==> src/rtl/i2c_sync_fifo.sv <==
// ---------------------------------------------------------------------------
// i2c_sync_fifo
// Single-clock FIFO that sits between the APB register block and the I2C core.
// Two instances are used: one for transmit bytes, one for receive bytes.
//
// The register block holds a FIFO enable high for several pclk cycles on each
// APB access. For that reason each port can turn a held enable into exactly
// one operation by detecting its rising edge (WR_EDGE / RD_EDGE = 1).
//
// Ports:
//   pclk_i      : clock, all state changes on the rising edge
//   preset_n_i  : asynchronous reset, active-low
//   clear_i     : synchronous flush, active-high, overrides push/pop
//   wr_en_i     : write request (level or edge, selected by WR_EDGE)
//   wr_data_i   : write data, sampled on the edge that accepts the push
//   rd_en_i     : read request (level or edge, selected by RD_EDGE)
//   rd_data_o   : registered read data, held until the next accepted pop
//   full_o      : FIFO holds DEPTH words
//   empty_o     : FIFO holds no words
//   count_o     : occupancy, 0..DEPTH
//   overflow_o  : sticky, set when a push was rejected
//   underflow_o : sticky, set when a pop was rejected
// ---------------------------------------------------------------------------
module i2c_sync_fifo #(
  parameter int DATA_WIDTH = 8,
  parameter int ADDR_WIDTH = 4,
  parameter bit WR_EDGE    = 1'b1,
  parameter bit RD_EDGE    = 1'b1
) (
  input  logic                  pclk_i,
  input  logic                  preset_n_i,
  input  logic                  clear_i,
  input  logic                  wr_en_i,
  input  logic [DATA_WIDTH-1:0] wr_data_i,
  input  logic                  rd_en_i,
  output logic [DATA_WIDTH-1:0] rd_data_o,
  output logic                  full_o,
  output logic                  empty_o,
  output logic [ADDR_WIDTH:0]   count_o,
  output logic                  overflow_o,
  output logic                  underflow_o
);

  localparam int DEPTH = 2 ** ADDR_WIDTH;
  localparam int PW    = ADDR_WIDTH + 1;

  localparam logic [PW-1:0] PTR_ONE  = PW'(1);
  // XOR of the two pointers equals this exactly when the FIFO is full.
  localparam logic [PW-1:0] FULL_XOR = {1'b1, {ADDR_WIDTH{1'b0}}};

  logic [DATA_WIDTH-1:0] mem [DEPTH];

  logic                  wr_en_q, wr_en_d;
  logic                  rd_en_q, rd_en_d;
  logic [PW-1:0]         wr_ptr_q, wr_ptr_d;
  logic [PW-1:0]         rd_ptr_q, rd_ptr_d;
  logic [PW-1:0]         count_q, count_d;
  logic [DATA_WIDTH-1:0] rd_data_q, rd_data_d;
  logic                  full_q, full_d;
  logic                  empty_q, empty_d;
  logic                  overflow_q, overflow_d;
  logic                  underflow_q, underflow_d;

  logic                  wr_req, rd_req;
  logic                  push_ok, pop_ok;
  logic                  mem_we;
  logic [ADDR_WIDTH-1:0] wr_idx, rd_idx;

  assign wr_idx = wr_ptr_q[ADDR_WIDTH-1:0];
  assign rd_idx = rd_ptr_q[ADDR_WIDTH-1:0];

  always_comb begin
    // The enable history keeps sampling during clear, so an enable that is
    // held across a clear does not look like a fresh request afterwards.
    wr_en_d = wr_en_i;
    rd_en_d = rd_en_i;

    wr_req = WR_EDGE ? (wr_en_i & ~wr_en_q) : wr_en_i;
    rd_req = RD_EDGE ? (rd_en_i & ~rd_en_q) : rd_en_i;

    // When full, a push is still accepted if a pop frees a slot in the same
    // cycle. When empty, the pop is rejected, so there is no write-through.
    pop_ok  = rd_req & ~empty_q;
    push_ok = wr_req & (~full_q | pop_ok);

    wr_ptr_d    = wr_ptr_q;
    rd_ptr_d    = rd_ptr_q;
    rd_data_d   = rd_data_q;
    overflow_d  = overflow_q;
    underflow_d = underflow_q;
    mem_we      = 1'b0;

    if (clear_i) begin
      wr_ptr_d    = '0;
      rd_ptr_d    = '0;
      rd_data_d   = '0;
      overflow_d  = 1'b0;
      underflow_d = 1'b0;
    end else begin
      if (pop_ok) begin
        // On a full push+pop the slot is both read and written this edge.
        // The read sees the old word because the memory write is non-blocking.
        rd_data_d = mem[rd_idx];
        rd_ptr_d  = rd_ptr_q + PTR_ONE;
      end
      if (push_ok) begin
        mem_we   = 1'b1;
        wr_ptr_d = wr_ptr_q + PTR_ONE;
      end
      if (wr_req && !push_ok) begin
        overflow_d = 1'b1;
      end
      if (rd_req && !pop_ok) begin
        underflow_d = 1'b1;
      end
    end

    // Flags are derived from the next pointers, so the registered flags and
    // count_o always agree with each other in the same cycle.
    count_d = wr_ptr_d - rd_ptr_d;
    empty_d = (wr_ptr_d == rd_ptr_d);
    full_d  = ((wr_ptr_d ^ rd_ptr_d) == FULL_XOR);
  end

  always_ff @(posedge pclk_i or negedge preset_n_i) begin
    if (!preset_n_i) begin
      wr_en_q     <= 1'b0;
      rd_en_q     <= 1'b0;
      wr_ptr_q    <= '0;
      rd_ptr_q    <= '0;
      count_q     <= '0;
      rd_data_q   <= '0;
      full_q      <= 1'b0;
      empty_q     <= 1'b1;
      overflow_q  <= 1'b0;
      underflow_q <= 1'b0;
    end else begin
      wr_en_q     <= wr_en_d;
      rd_en_q     <= rd_en_d;
      wr_ptr_q    <= wr_ptr_d;
      rd_ptr_q    <= rd_ptr_d;
      count_q     <= count_d;
      rd_data_q   <= rd_data_d;
      full_q      <= full_d;
      empty_q     <= empty_d;
      overflow_q  <= overflow_d;
      underflow_q <= underflow_d;
    end
  end

  // The storage array has no reset. Words are only read after they are written.
  always_ff @(posedge pclk_i) begin
    if (mem_we) begin
      mem[wr_idx] <= wr_data_i;
    end
  end

  assign rd_data_o   = rd_data_q;
  assign full_o      = full_q;
  assign empty_o     = empty_q;
  assign count_o     = count_q;
  assign overflow_o  = overflow_q;
  assign underflow_o = underflow_q;

endmodule

==> config.mk <==
export PLATFORM = sky130hd
export DESIGN_NAME = i2c_sync_fifo
export DESIGN_NICKNAME = d
export VERILOG_FILES = /design/src/rtl/i2c_sync_fifo.sv
export SDC_FILE = /design/constraint.sdc
export NUM_CORES = 1
export LEC_CHECK = 0
export ABC_AREA = 1
export BUFFER_PORTS_ARGS = -buffer_cell sky130_fd_sc_hd__buf_2
export CAP_MARGIN = 10
export CELL_PAD_IN_SITES_DETAIL_PLACEMENT = 0
export CELL_PAD_IN_SITES_GLOBAL_PLACEMENT = 1
export CORE_MARGIN = 5
export CORE_UTILIZATION = 31
export CTS_CLUSTER_DIAMETER = 80
export DETAILED_ROUTE_END_ITERATION = 10
export PLACE_DENSITY = 0.54
export SLEW_MARGIN = 30
export SYNTH_ARGS = -nofsm -noshare
export SYNTH_HDL_FRONTEND = slang
export SYNTH_SLANG_ARGS = --single-unit
==> constraint.sdc <==
create_clock -name pclk_i -period 2.5 [get_ports pclk_i]
set_input_delay 0.125 -clock pclk_i [delete_from_list [all_inputs] [get_ports pclk_i]]
set_output_delay 0.125 -clock pclk_i [all_outputs]
set_load 0.005 [all_outputs]
==> results of run 1 <==
## state kept, by name (all words and copies together), names as in the netlist
name	cells
rd_data_o	8
wr_en_q	1
rd_en_q	1
count_o	5
rd_ptr_q	5
full_o	1
empty_o	1
mem	128
wr_ptr_q	5
underflow_o	1
overflow_o	1
## layer usage
metal | share of wire, % | vias up
met3 | 3.2 | 2
met5 | 0 | -
met1 | 51 | 2187
met4 | 0.31 | 0
met2 | 45 | 70
li1 | - | 2198
## placed cells by master (no fill, tap or decap), types with 3 or more instances in the layout
master / instances
nor2_1: 152
edfxtp_1: 128
nand2_1: 105
o21ai_0: 40
nand3_1: 37
inv_1: 31
buf_2: 29
o21ai_1: 28
dfrtp_1: 27
buf_4: 27
clkbuf_16: 17
a21oi_1: 9
ha_1: 9
inv_2: 5
nand4_1: 5
nor3_1: 4
bufinv_16: 4
o21a_1: 3
dlygate4sd3_1: 3
## stage by stage
stage | instance area [um^2] | hold WS, ns | utilization [%] | power (mW)
final | 7838 | 0.1312 | 37.17 | 5.937
after CTS | 7828 | 0.1234 | 37.12 | 6.004
after global placement | 7197 | 0.1916 | 34.13 | 3.326
after global routing | 7838 | 0.1178 | 37.17 | 6.174
after floorplan | 6645 | -0.1706 | - | 3.169
after detailed placement | 7197 | 0.2059 | 34.13 | 3.333
## cell type report
type,instances,share of cell area [%]
tap,275,4.390
timing repair buffer,59,4.821
clock buffer,19,5.524
sequential,157,58.33
clock inverter,11,2.139
multi-input combinational,400,23.02
inverter,37,1.772
## worst min-delay path by stage
stage | to | slack (ns)
global route | mem[3][4] | 0.12
finish | mem[3][4] | 0.13
CTS | mem[0][4] | 0.12
floorplan | count_o[0] | -0.17
detailed placement | rd_data_o[4] | 0.21
global placement | rd_data_o[4] | 0.19
## power by group through the flow
stage | Combinational (mW) | Sequential, mW | Clock, mW
final | 0.382 | 2.89 | 2.66
after detailed placement | 0.385 | 2.95 | 0
after global routing | 0.435 | 2.90 | 2.84
after CTS | 0.389 | 2.89 | 2.72
after global placement | 0.379 | 2.95 | 0
after floorplan | 0.220 | 2.95 | 0
## worst max-delay path, delay by kind of cell, from the launching register on
family	cells	cell delay (ns)
simple gates	8	0.69
buf+inv	4	0.23
compound gates	1	0.15
fa+ha+maj	2	0.53
flops	1	0.54
## what timing repair did
item	CTS	global route
hold endpoints to repair	30	0
gates resized for setup	0	1
hold buffers	3	0
endpoints found under the setup margin	0	1
buffers inserted	0	1
## logic make-up after synthesis
kind of cell / after synthesis / share of synthesized area, %
adder cells (fa/ha/maj): 10 / 1.996
AND/OR/NAND/NOR: 308 / 18.72
AO/OA/AOI/OAI: 80 / 6.138
flip-flops: 157 / 68.78
buffers and inverters: 61 / 4.105
XOR/XNOR: 2 / 0.2637
==> flow_metrics.py, run 1 <==
metrics = {
    "sta": {
        "finClkSkew_ns": 0.009611,
        "tightest_slew_ns": 0.6719,
        "post-route-min-period_ns": 2.257,
        "slew_viol_final": 0,
        "setup_slack_ns": 0.2434,
        "relSlewSlack_pct": 55.20,
        "fmax_mhz": 443.2,
        "setup_viol": 0,
        "finalCritPeriodShare_pct": 90.26,
        "setup_tns_ns": 0,
        "finalHoldViolations": 0,
    },
    "clock_tree": {
        "clock_latency_ns": 0.42,
        "clock_path_buffers": 2,
        "cts-root-buf": "clkbuf_16",
        "htree_num_levels": 4,
        "cts_buffers": 17,
        "clk_pin_slew_worst_paths_ns": 0.06,
        "cts.sinks": 157,
        "cts_tree": "built",
    },
    "pwr": {
        "p_int_mw": 4.647,
        "p_leak_nw": 3.108,
        "p_sw_mw": 1.290,
        "power.density_nw_per_um2": 757.5,
        "swShare_pct": 21.72,
        "p_seq_share_pct": 48.7,
        "clockPowerShare_pct": 44.8,
        "comb_power_share_pct": 6.4,
        "ir_drop_mv": 0.4721,
    },
    "grt": {
        "grt_pass1_vias": 4314,
        "grt_use_total_pct": 14.31,
        "grtUsageMet1_pct": 21.85,
        "grt-ovfl-total": 0,
        "top_usage_layer": "met1",
        "gr-usage-met2_pct": 20.58,
        "antenna_found_initial": 0,
        "grt_pass1_wl_mm": 26.03,
        "grt_max_degree": 65,
        "use_met3_pct": 3.402,
    },
    "final_layout": {
        "layout.area.seq_um2": 4572,
        "drive_above_1_share_pct": 13.76,
        "multi_input_area_um2": 1804,
        "nets": 695,
        "fill_cells": 2114,
        "area_growth_pct": 17.94,
        "finalNonFillerCells": 958,
        "diodes": 0,
    },
    "logic_synthesis": {
        "synth-seq-cells": 157,
        "ys.warnings.count": 0,
        "syn_avg_cell_area_um2": 10.75,
        "synth.distinct_cells": 27,
        "syn_inst": 618,
        "synth_top_area_share_pct": 57.84,
        "synth_edf_count": 128,
        "netlist_area_um2": 6645,
        "yosys-top-cells-count": "nor2_1 (152), edfxtp_1 (128), nand2_1 (106), o21ai_0 (40), nand3_1 (37)",
        "async_flop_share_pct": 18.47,
        "post-synth-top-area-cell": "edfxtp_1",
        "yosys-top-cells-area": "edfxtp_1 (58%), dfrtp_1 (11%), nor2_1 (8.6%), nand2_1 (6.0%), o21ai_0 (3.0%)",
        "synth_most_common_cell": "nor2_1",
        "ys_seq_area_share_pct": 68.78,
        "dominantRegCellSynth": "edfxtp_1",
        "syn_nets": 641,
    },
    "setup_path": {
        "worstPathRequired_ns": 2.81,
        "crit_path_start_kind": "flop",
        "crit_chain": "inv_2 > nand3_2 > nand2_1 > nand2_2 > inv_1 > o21ai_0 > nor2_1 > inv_1 > ha_1 > inv_1 > fa_1 > nand3_1 > nand2_1 > nand3_1 > nand2_1",
        "slowest_delay_ns": 0.54,
        "crit_path_max_fanout": 5,
        "worstPathArrival_ns": 2.57,
        "cp-endpoint": "count_o[4]",
        "worstReg2RegEnd": "count_o[4]",
        "ff2ff_setup_slack_ns": 0.24,
        "crit_start": "empty_o",
        "path_class": "flop to flop",
        "rr_worst_depth": 15,
        "crit_path_end_kind": "flop",
        "crit_slowest_cell": "dfstp_2",
        "timing.rr.start": "empty_o",
    },
    "drt": {
        "routed_via_density": 4.652,
        "drcViolationCount": 0,
        "vias": 4457,
        "drt_wl_total_mm": 16.89,
        "drt.antenna.violating_nets": 0,
        "firstDrtPassIters": 4,
        "drtIter0Drc": 295,
        "wl_per_cell_um": 17.63,
    },
    "worst_hold_path": {
        "worst_hold_path_type": "input port to flop",
        "min-delay-start": "wr_data_i[4]",
        "holdPathStages": 1,
    },
    "placed_design": {
        "post-place-ws_ns": 0.1744,
        "io_buffers": 29,
        "dp_hpwl_mm": 10.89,
        "gp_congestion": 0.7620,
        "dp_cells": 924,
    },
    "floorplanning": {
        "die_w_um": 156.4,
        "start_util_pct": 31.51,
        "io_pins": 30,
        "rows": 53,
        "core_area_um2": 21090,
        "die_h_um": 156.4,
        "die_area_um2": 24460,
    },
    "run": {
        "drv_cap": 0,
    },
    "outcome": {
        "outcome": "complete, no violations",
    },
}
No activity file was read; power rests on OpenSTA's default activity.
==> inputs of run 2 (changes only) <==
--- a/config.mk
+++ b/config.mk
@@ -14,6 +14,7 @@
 export CORE_UTILIZATION = 31
 export CTS_CLUSTER_DIAMETER = 80
 export DETAILED_ROUTE_END_ITERATION = 10
+export MAX_ROUTING_LAYER = met4
 export PLACE_DENSITY = 0.54
 export SLEW_MARGIN = 30
 export SYNTH_ARGS = -nofsm -noshare
==> run 2 against run 1 <==
Compared with the run above: combinational power is essentially flat; design area is essentially flat; non-clock buffer count is the same; fmax grew 0.21%; die area is the same; register-to-register slack is essentially flat; via count shrank 0.31%; critical endpoint unchanged.
==> flow_metrics.py, run 2 (synthesized netlist as in run 1, its figures left out) <==
metrics = {
    "sta": {
        "finalCritPeriodShare_pct": 90.07,
        "relSlewSlack_pct": 54.57,
        "tightest_slew_ns": 0.6814,
        "slew_viol_final": 0,
        "rsz0062_at_grt": "false",
        "finalHoldViolations": 0,
        "post-route-min-period_ns": 2.252,
        "setup_tns_ns": 0,
        "hold_ws_ns": 0.1335,
        "finClkSkew_ns": 0.009829,
        "fmax_mhz": 444.1,
        "setup_viol": 0,
    },
    "clock_tree": {
        "clock_path_buffers": 2,
        "htree_num_levels": 4,
        "cts_buffers": 17,
        "clk_pin_slew_worst_paths_ns": 0.06,
        "cts.sinks": 157,
        "clock_latency_ns": 0.42,
        "cts-root-buf": "clkbuf_16",
        "cts_tree": "built",
    },
    "final_layout": {
        "largest-register": "mem",
        "final_common_cell": "nor2_1",
        "mostFrequentLayoutCells": "nor2_1 (152), edfxtp_1 (128), nand2_1 (105)",
        "drive_above_1_share_pct": 13.76,
        "finish.instance_area_um2": 7840,
        "nets": 695,
        "area_growth_pct": 17.98,
        "largest_reg_flops": 128,
    },
    "drt": {
        "drt.antenna.violating_nets": 0,
        "routed_via_density": 4.633,
        "drt_wl_total_mm": 16.86,
        "wl_per_cell_um": 17.58,
        "drtIter0Drc": 277,
        "firstDrtPassIters": 5,
        "vias": 4443,
        "drcViolationCount": 0,
    },
    "setup_path": {
        "worstPathRequired_ns": 2.81,
        "crit_path_max_fanout": 5,
        "path_class": "flop to flop",
        "crit_path_end_kind": "flop",
        "slowest_delay_ns": 0.54,
        "crit_path_start_kind": "flop",
        "crit_chain": "inv_2 > nand3_2 > nand2_1 > nand2_2 > inv_1 > o21ai_0 > nor2_1 > inv_1 > ha_1 > inv_1 > fa_1 > nand3_1 > nand2_1 > nand3_1 > nand2_1",
        "worstPathArrival_ns": 2.56,
        "crit_slowest_cell": "dfstp_2",
    },
    "pwr": {
        "p_seq_share_pct": 48.7,
        "p_leak_nw": 3.108,
        "swShare_pct": 21.74,
        "power.density_nw_per_um2": 757.4,
        "finalPower_mw": 5.938,
        "clockPowerShare_pct": 44.8,
        "comb_power_share_pct": 6.4,
        "p_int_mw": 4.647,
        "p_sw_mw": 1.291,
        "ir_drop_mv": 0.4745,
    },
    "floorplanning": {
        "io_pins": 30,
        "die_h_um": 156.4,
        "die_w_um": 156.4,
        "die_area_um2": 24460,
        "start_util_pct": 31.51,
        "core_area_um2": 21090,
        "rows": 53,
    },
    "placed_design": {
        "gp_congestion": 0.7721,
        "dp_hpwl_mm": 10.89,
        "dpl_cell_area_um2": 7197,
        "io_buffers": 29,
    },
    "grt": {
        "grt_max_degree": 65,
        "grt-ovfl-total": 0,
        "grt_pass1_wl_mm": 26.03,
        "grt_use_total_pct": 14.66,
        "grt_pass1_vias": 4326,
        "antenna_found_initial": 0,
    },
    "run": {
        "drv_cap": 0,
    },
    "outcome": {
        "outcome": "complete, no violations",
    },
    "worst_hold_path": {
        "worst_hold_path_type": "input port to flop",
    },
}
-- run 2: cell types whose count changed in the layout (fill, tap and decap cells not counted), sizes merged --
cell,before,now
diode,0,1
-- run 2: area by class of cell --
class	count	area, um^2
clock inverters	11	167.7
clock buffers	19	432.9
flip-flops and latches	157	4572
diodes	1	2.502
well taps	275	344.1
multi-input cells	400	1804
repair buffers	59	377.9
fillers	2114	13250
inverters	37	138.9
-- run 2: path summary, 6_finish.rpt --
kind / startpoint / endpoint / slack (ns) / cells after the start
min reg2reg: rd_data_o[5] / rd_data_o[5] / 0.47 / 2
min: wr_data_i[4] / mem[3][4] / 0.13 / 1
max reg2reg: empty_o / count_o[4] / 0.25 / 15
min in group asynchronous: preset_n_i / rd_data_o[0] / 0.28 / 2
max in group asynchronous: preset_n_i / rd_ptr_q[0] / 1.73 / 2
max: empty_o / count_o[4] / 0.25 / 15
-- run 2: per-layer routing --
metal / vias to the layer above / track usage (%) / wire (um)
met4: 0 / 3.719 / 95
met2: 71 / 20.65 / 7589
met5: - / - / 0
met1: 2166 / 21.75 / 8478
met3: 7 / 2.821 / 693
li1: 2199 / - / -
-- run 2: through the flow --
step	instances	utilization (%)	setup WS, ns
after CTS	957	37.12	0.1730
final	959	37.18	0.2482
after global placement	924	34.13	0.2316
after detailed placement	924	34.13	0.1744
after floorplan	618	-	0.3486
after global routing	958	37.17	0.0008784
-- run 2: timing repair --
action,CTS,global route
hold buffers,3,0
resized for setup,0,1
buffers inserted,0,1
endpoints found under the hold margin,30,0
endpoints found under the setup margin,0,1
-- run 2: power by group through the flow --
stage | combinational [mW] | sequential, mW | clock, mW
final | 0.381 | 2.89 | 2.66
after global routing | 0.434 | 2.90 | 2.83
after CTS | 0.389 | 2.89 | 2.72
after detailed placement | 0.385 | 2.95 | 0
after global placement | 0.379 | 2.95 | 0
after floorplan | 0.220 | 2.95 | 0
-- run 2: critical path: cells and delay by family, from the launching register on --
family	cells	cell delay (ns)
fa+ha+maj	2	0.53
compound gates	1	0.15
buf+inv	4	0.22
simple gates	8	0.69
flops	1	0.54
==> inputs of run 3 (changes only) <==
--- a/config.mk
+++ b/config.mk
@@ -16,6 +16,8 @@
 export DETAILED_ROUTE_END_ITERATION = 10
 export MAX_ROUTING_LAYER = met4
 export PLACE_DENSITY = 0.54
+export RECOVER_POWER = 50
+export SETUP_SLACK_MARGIN = 0.4
 export SLEW_MARGIN = 30
 export SYNTH_ARGS = -nofsm -noshare
 export SYNTH_HDL_FRONTEND = slang
==> run 3 against run 2 <==
Compared with the run above: sequential share of layout area shrank 0.12 points; die area stayed put; critical path type unchanged; the flow now finishes with violations (max-capacitance violations, max-slew violations); first-iteration DRC count down 4.7%; routed wire length is 0.28% higher; fmax up 5.7%; combinational power is 2% higher; largest cell class unchanged; highest routed layer unchanged; worst setup slack improved by 0.12 ns.
==> flow_metrics.py, run 3 (synthesized netlist as in run 1, its figures left out) <==
metrics = {
    "sta": {
        "finalCritPeriodShare_pct": 85.25,
        "setup_viol": 0,
        "post-route-min-period_ns": 2.131,
        "setup_slack_ns": 0.3687,
        "relSlewSlack_pct": -9.134,
        "rsz0062_at_grt": "true",
        "slew_viol_final": 30,
        "finalHoldViolations": 0,
        "setup_tns_ns": 0,
        "hold_ws_ns": 0.1323,
        "fmax_mhz": 469.2,
        "finClkSkew_ns": 0.009486,
        "tightest_slew_ns": 1.637,
    },
    "worst_hold_path": {
        "whs_endpoint": "rd_ptr_q[3]",
        "holdPathStages": 4,
        "min-delay-start": "clear_i",
        "worst_hold_path_type": "input port to flop",
    },
    "floorplanning": {
        "io_pins": 30,
        "rows": 53,
        "core_area_um2": 21090,
        "start_util_pct": 31.51,
        "die_h_um": 156.4,
        "die_w_um": 156.4,
        "die_area_um2": 24460,
    },
    "grt": {
        "grt_pass1_vias": 4493,
        "grt_pass1_wl_mm": 26.39,
        "antenna_found_initial": 0,
        "grt-ovfl-total": 0,
        "grt_max_degree": 65,
        "grt_use_total_pct": 14.97,
    },
    "drt": {
        "drt_wl_total_mm": 16.91,
        "firstDrtPassIters": 4,
        "drt.antenna.violating_nets": 0,
        "wl_per_cell_um": 17.57,
        "drcViolationCount": 0,
        "vias": 4371,
        "drtIter0Drc": 264,
        "routed_via_density": 4.544,
    },
    "final_layout": {
        "largest_reg_flops": 128,
        "diodes": 0,
        "largest-register": "mem",
        "finish.instance_area_um2": 7856,
        "nets": 697,
        "area_growth_pct": 18.23,
        "finalNonFillerCells": 962,
        "final_common_cell": "nor2_1",
        "mostFrequentLayoutCells": "nor2_1 (150), edfxtp_1 (128), nand2_1 (102)",
        "drive_above_1_share_pct": 14.56,
        "final_util_pct": 37.26,
    },
    "clock_tree": {
        "clk_pin_slew_worst_paths_ns": 0.06,
        "cts_tree": "built",
        "htree_num_levels": 4,
        "cts.sinks": 157,
        "clock_latency_ns": 0.43,
        "cts_buffers": 17,
        "clock_path_buffers": 2,
        "cts-root-buf": "clkbuf_16",
    },
    "setup_path": {
        "worst-path-buf-inv": 5,
        "crit_path_max_fanout": 6,
        "crit_path_start_kind": "flop",
        "crit_start": "empty_o",
        "slowest_delay_ns": 0.59,
        "worstReg2RegEnd": "count_o[4]",
        "path_class": "flop to flop",
        "timing.rr.start": "empty_o",
        "rr_worst_depth": 16,
        "crit_path_end_kind": "flop",
        "cp_top_family": "flip-flops",
        "ff2ff_setup_slack_ns": 0.37,
        "cpMostUsedCell": "inv_2",
        "crit_chain": "inv_2 > nand3_4 > nand2_4 > nand2_4 > inv_2 > o21ai_1 > nor2_1 > inv_1 > ha_2 > inv_2 > fa_2 > nand3_2 > nand2_2 > inv_1 > nand3_1 > nand2_1",
        "worstPathArrival_ns": 2.50,
        "worstPathRequired_ns": 2.87,
        "crit_slowest_cell": "dfstp_1",
    },
    "outcome": {
        "violations": "max-capacitance violations, max-slew violations",
        "outcome": "complete, but fails checks",
    },
    "placed_design": {
        "dpl_cell_area_um2": 7194,
        "io_buffers": 29,
        "post-place-ws_ns": 0.2408,
        "dp_hpwl_mm": 10.87,
        "dp_cells": 923,
        "gp_congestion": 0.7927,
    },
    "pwr": {
        "finalPower_mw": 5.651,
        "ir_drop_mv": 0.5036,
        "p_leak_nw": 3.039,
        "power.density_nw_per_um2": 719.4,
    },
    "run": {
        "drv_cap": 1,
    },
}
run 3: changes by cell type in the layout (fill, tap and decap cells not counted), moves of 3 or more:
cell        delta
bufinv_16      -4
clkbuf_1      +14
a21oi_2        +3
a21oi_1        -3
ha_1           -3
inv_6          +4
nand2_1        -3
buf_2         -15
clkinvlp_4     +5
run 3: report_power, final:
part           total (mW)  internal (mW)  leakage (nW)  switching (mW)
logic               0.389          0.119          1.26           0.271
registers            2.90           2.87          1.54          0.0231
clock network        2.37           1.28         0.246            1.08
total                5.65           4.27          3.04            1.38
run 3: layout make-up:
class | instances | area [um^2]
fill | 2089 | 13230
sequential | 157 | 4572
multi-input combinational | 400 | 1879
clock buffer | 18 | 429.2
timing repair buffer | 61 | 381.6
tap | 275 | 344.1
inverter | 37 | 138.9
clock inverter | 14 | 111.4
run 3: metal layers:
metal / vias to the layer above / GRT usage, % / wire length (um)
li1: 2196 / - / -
met3: 20 / 3.733 / 787
met5: - / - / 0
met4: 0 / 4.669 / 189
met2: 66 / 21.40 / 7559
met1: 2089 / 21.03 / 8369
run 3: worst max-delay path by stage:
stage / to / slack, ns / cells past startpoint
final: count_o[4] / 0.37 / 16
after global routing: count_o[4] / 0.23 / 16
after CTS: count_o[4] / 0.38 / 15
after detailed placement: count_o[4] / 0.24 / 15
after global placement: count_o[4] / 0.26 / 15
after floorplan: count_o[4] / 0.42 / 15
run 3: worst min-delay path, cell delays in order:
cell	delay [ns]
buf_2	0.17
nor2_1	0.08
o21ai_2	0.11
inv_2	0.03
run 3: repair_timing:
item	in CTS	in global routing
endpoints found under the setup margin	4	11
gates resized for setup	8	14
hold buffers	3	0
hold endpoints to repair	30	0
gates cloned	0	0
buffers inserted	1	3
pin swaps	1	8
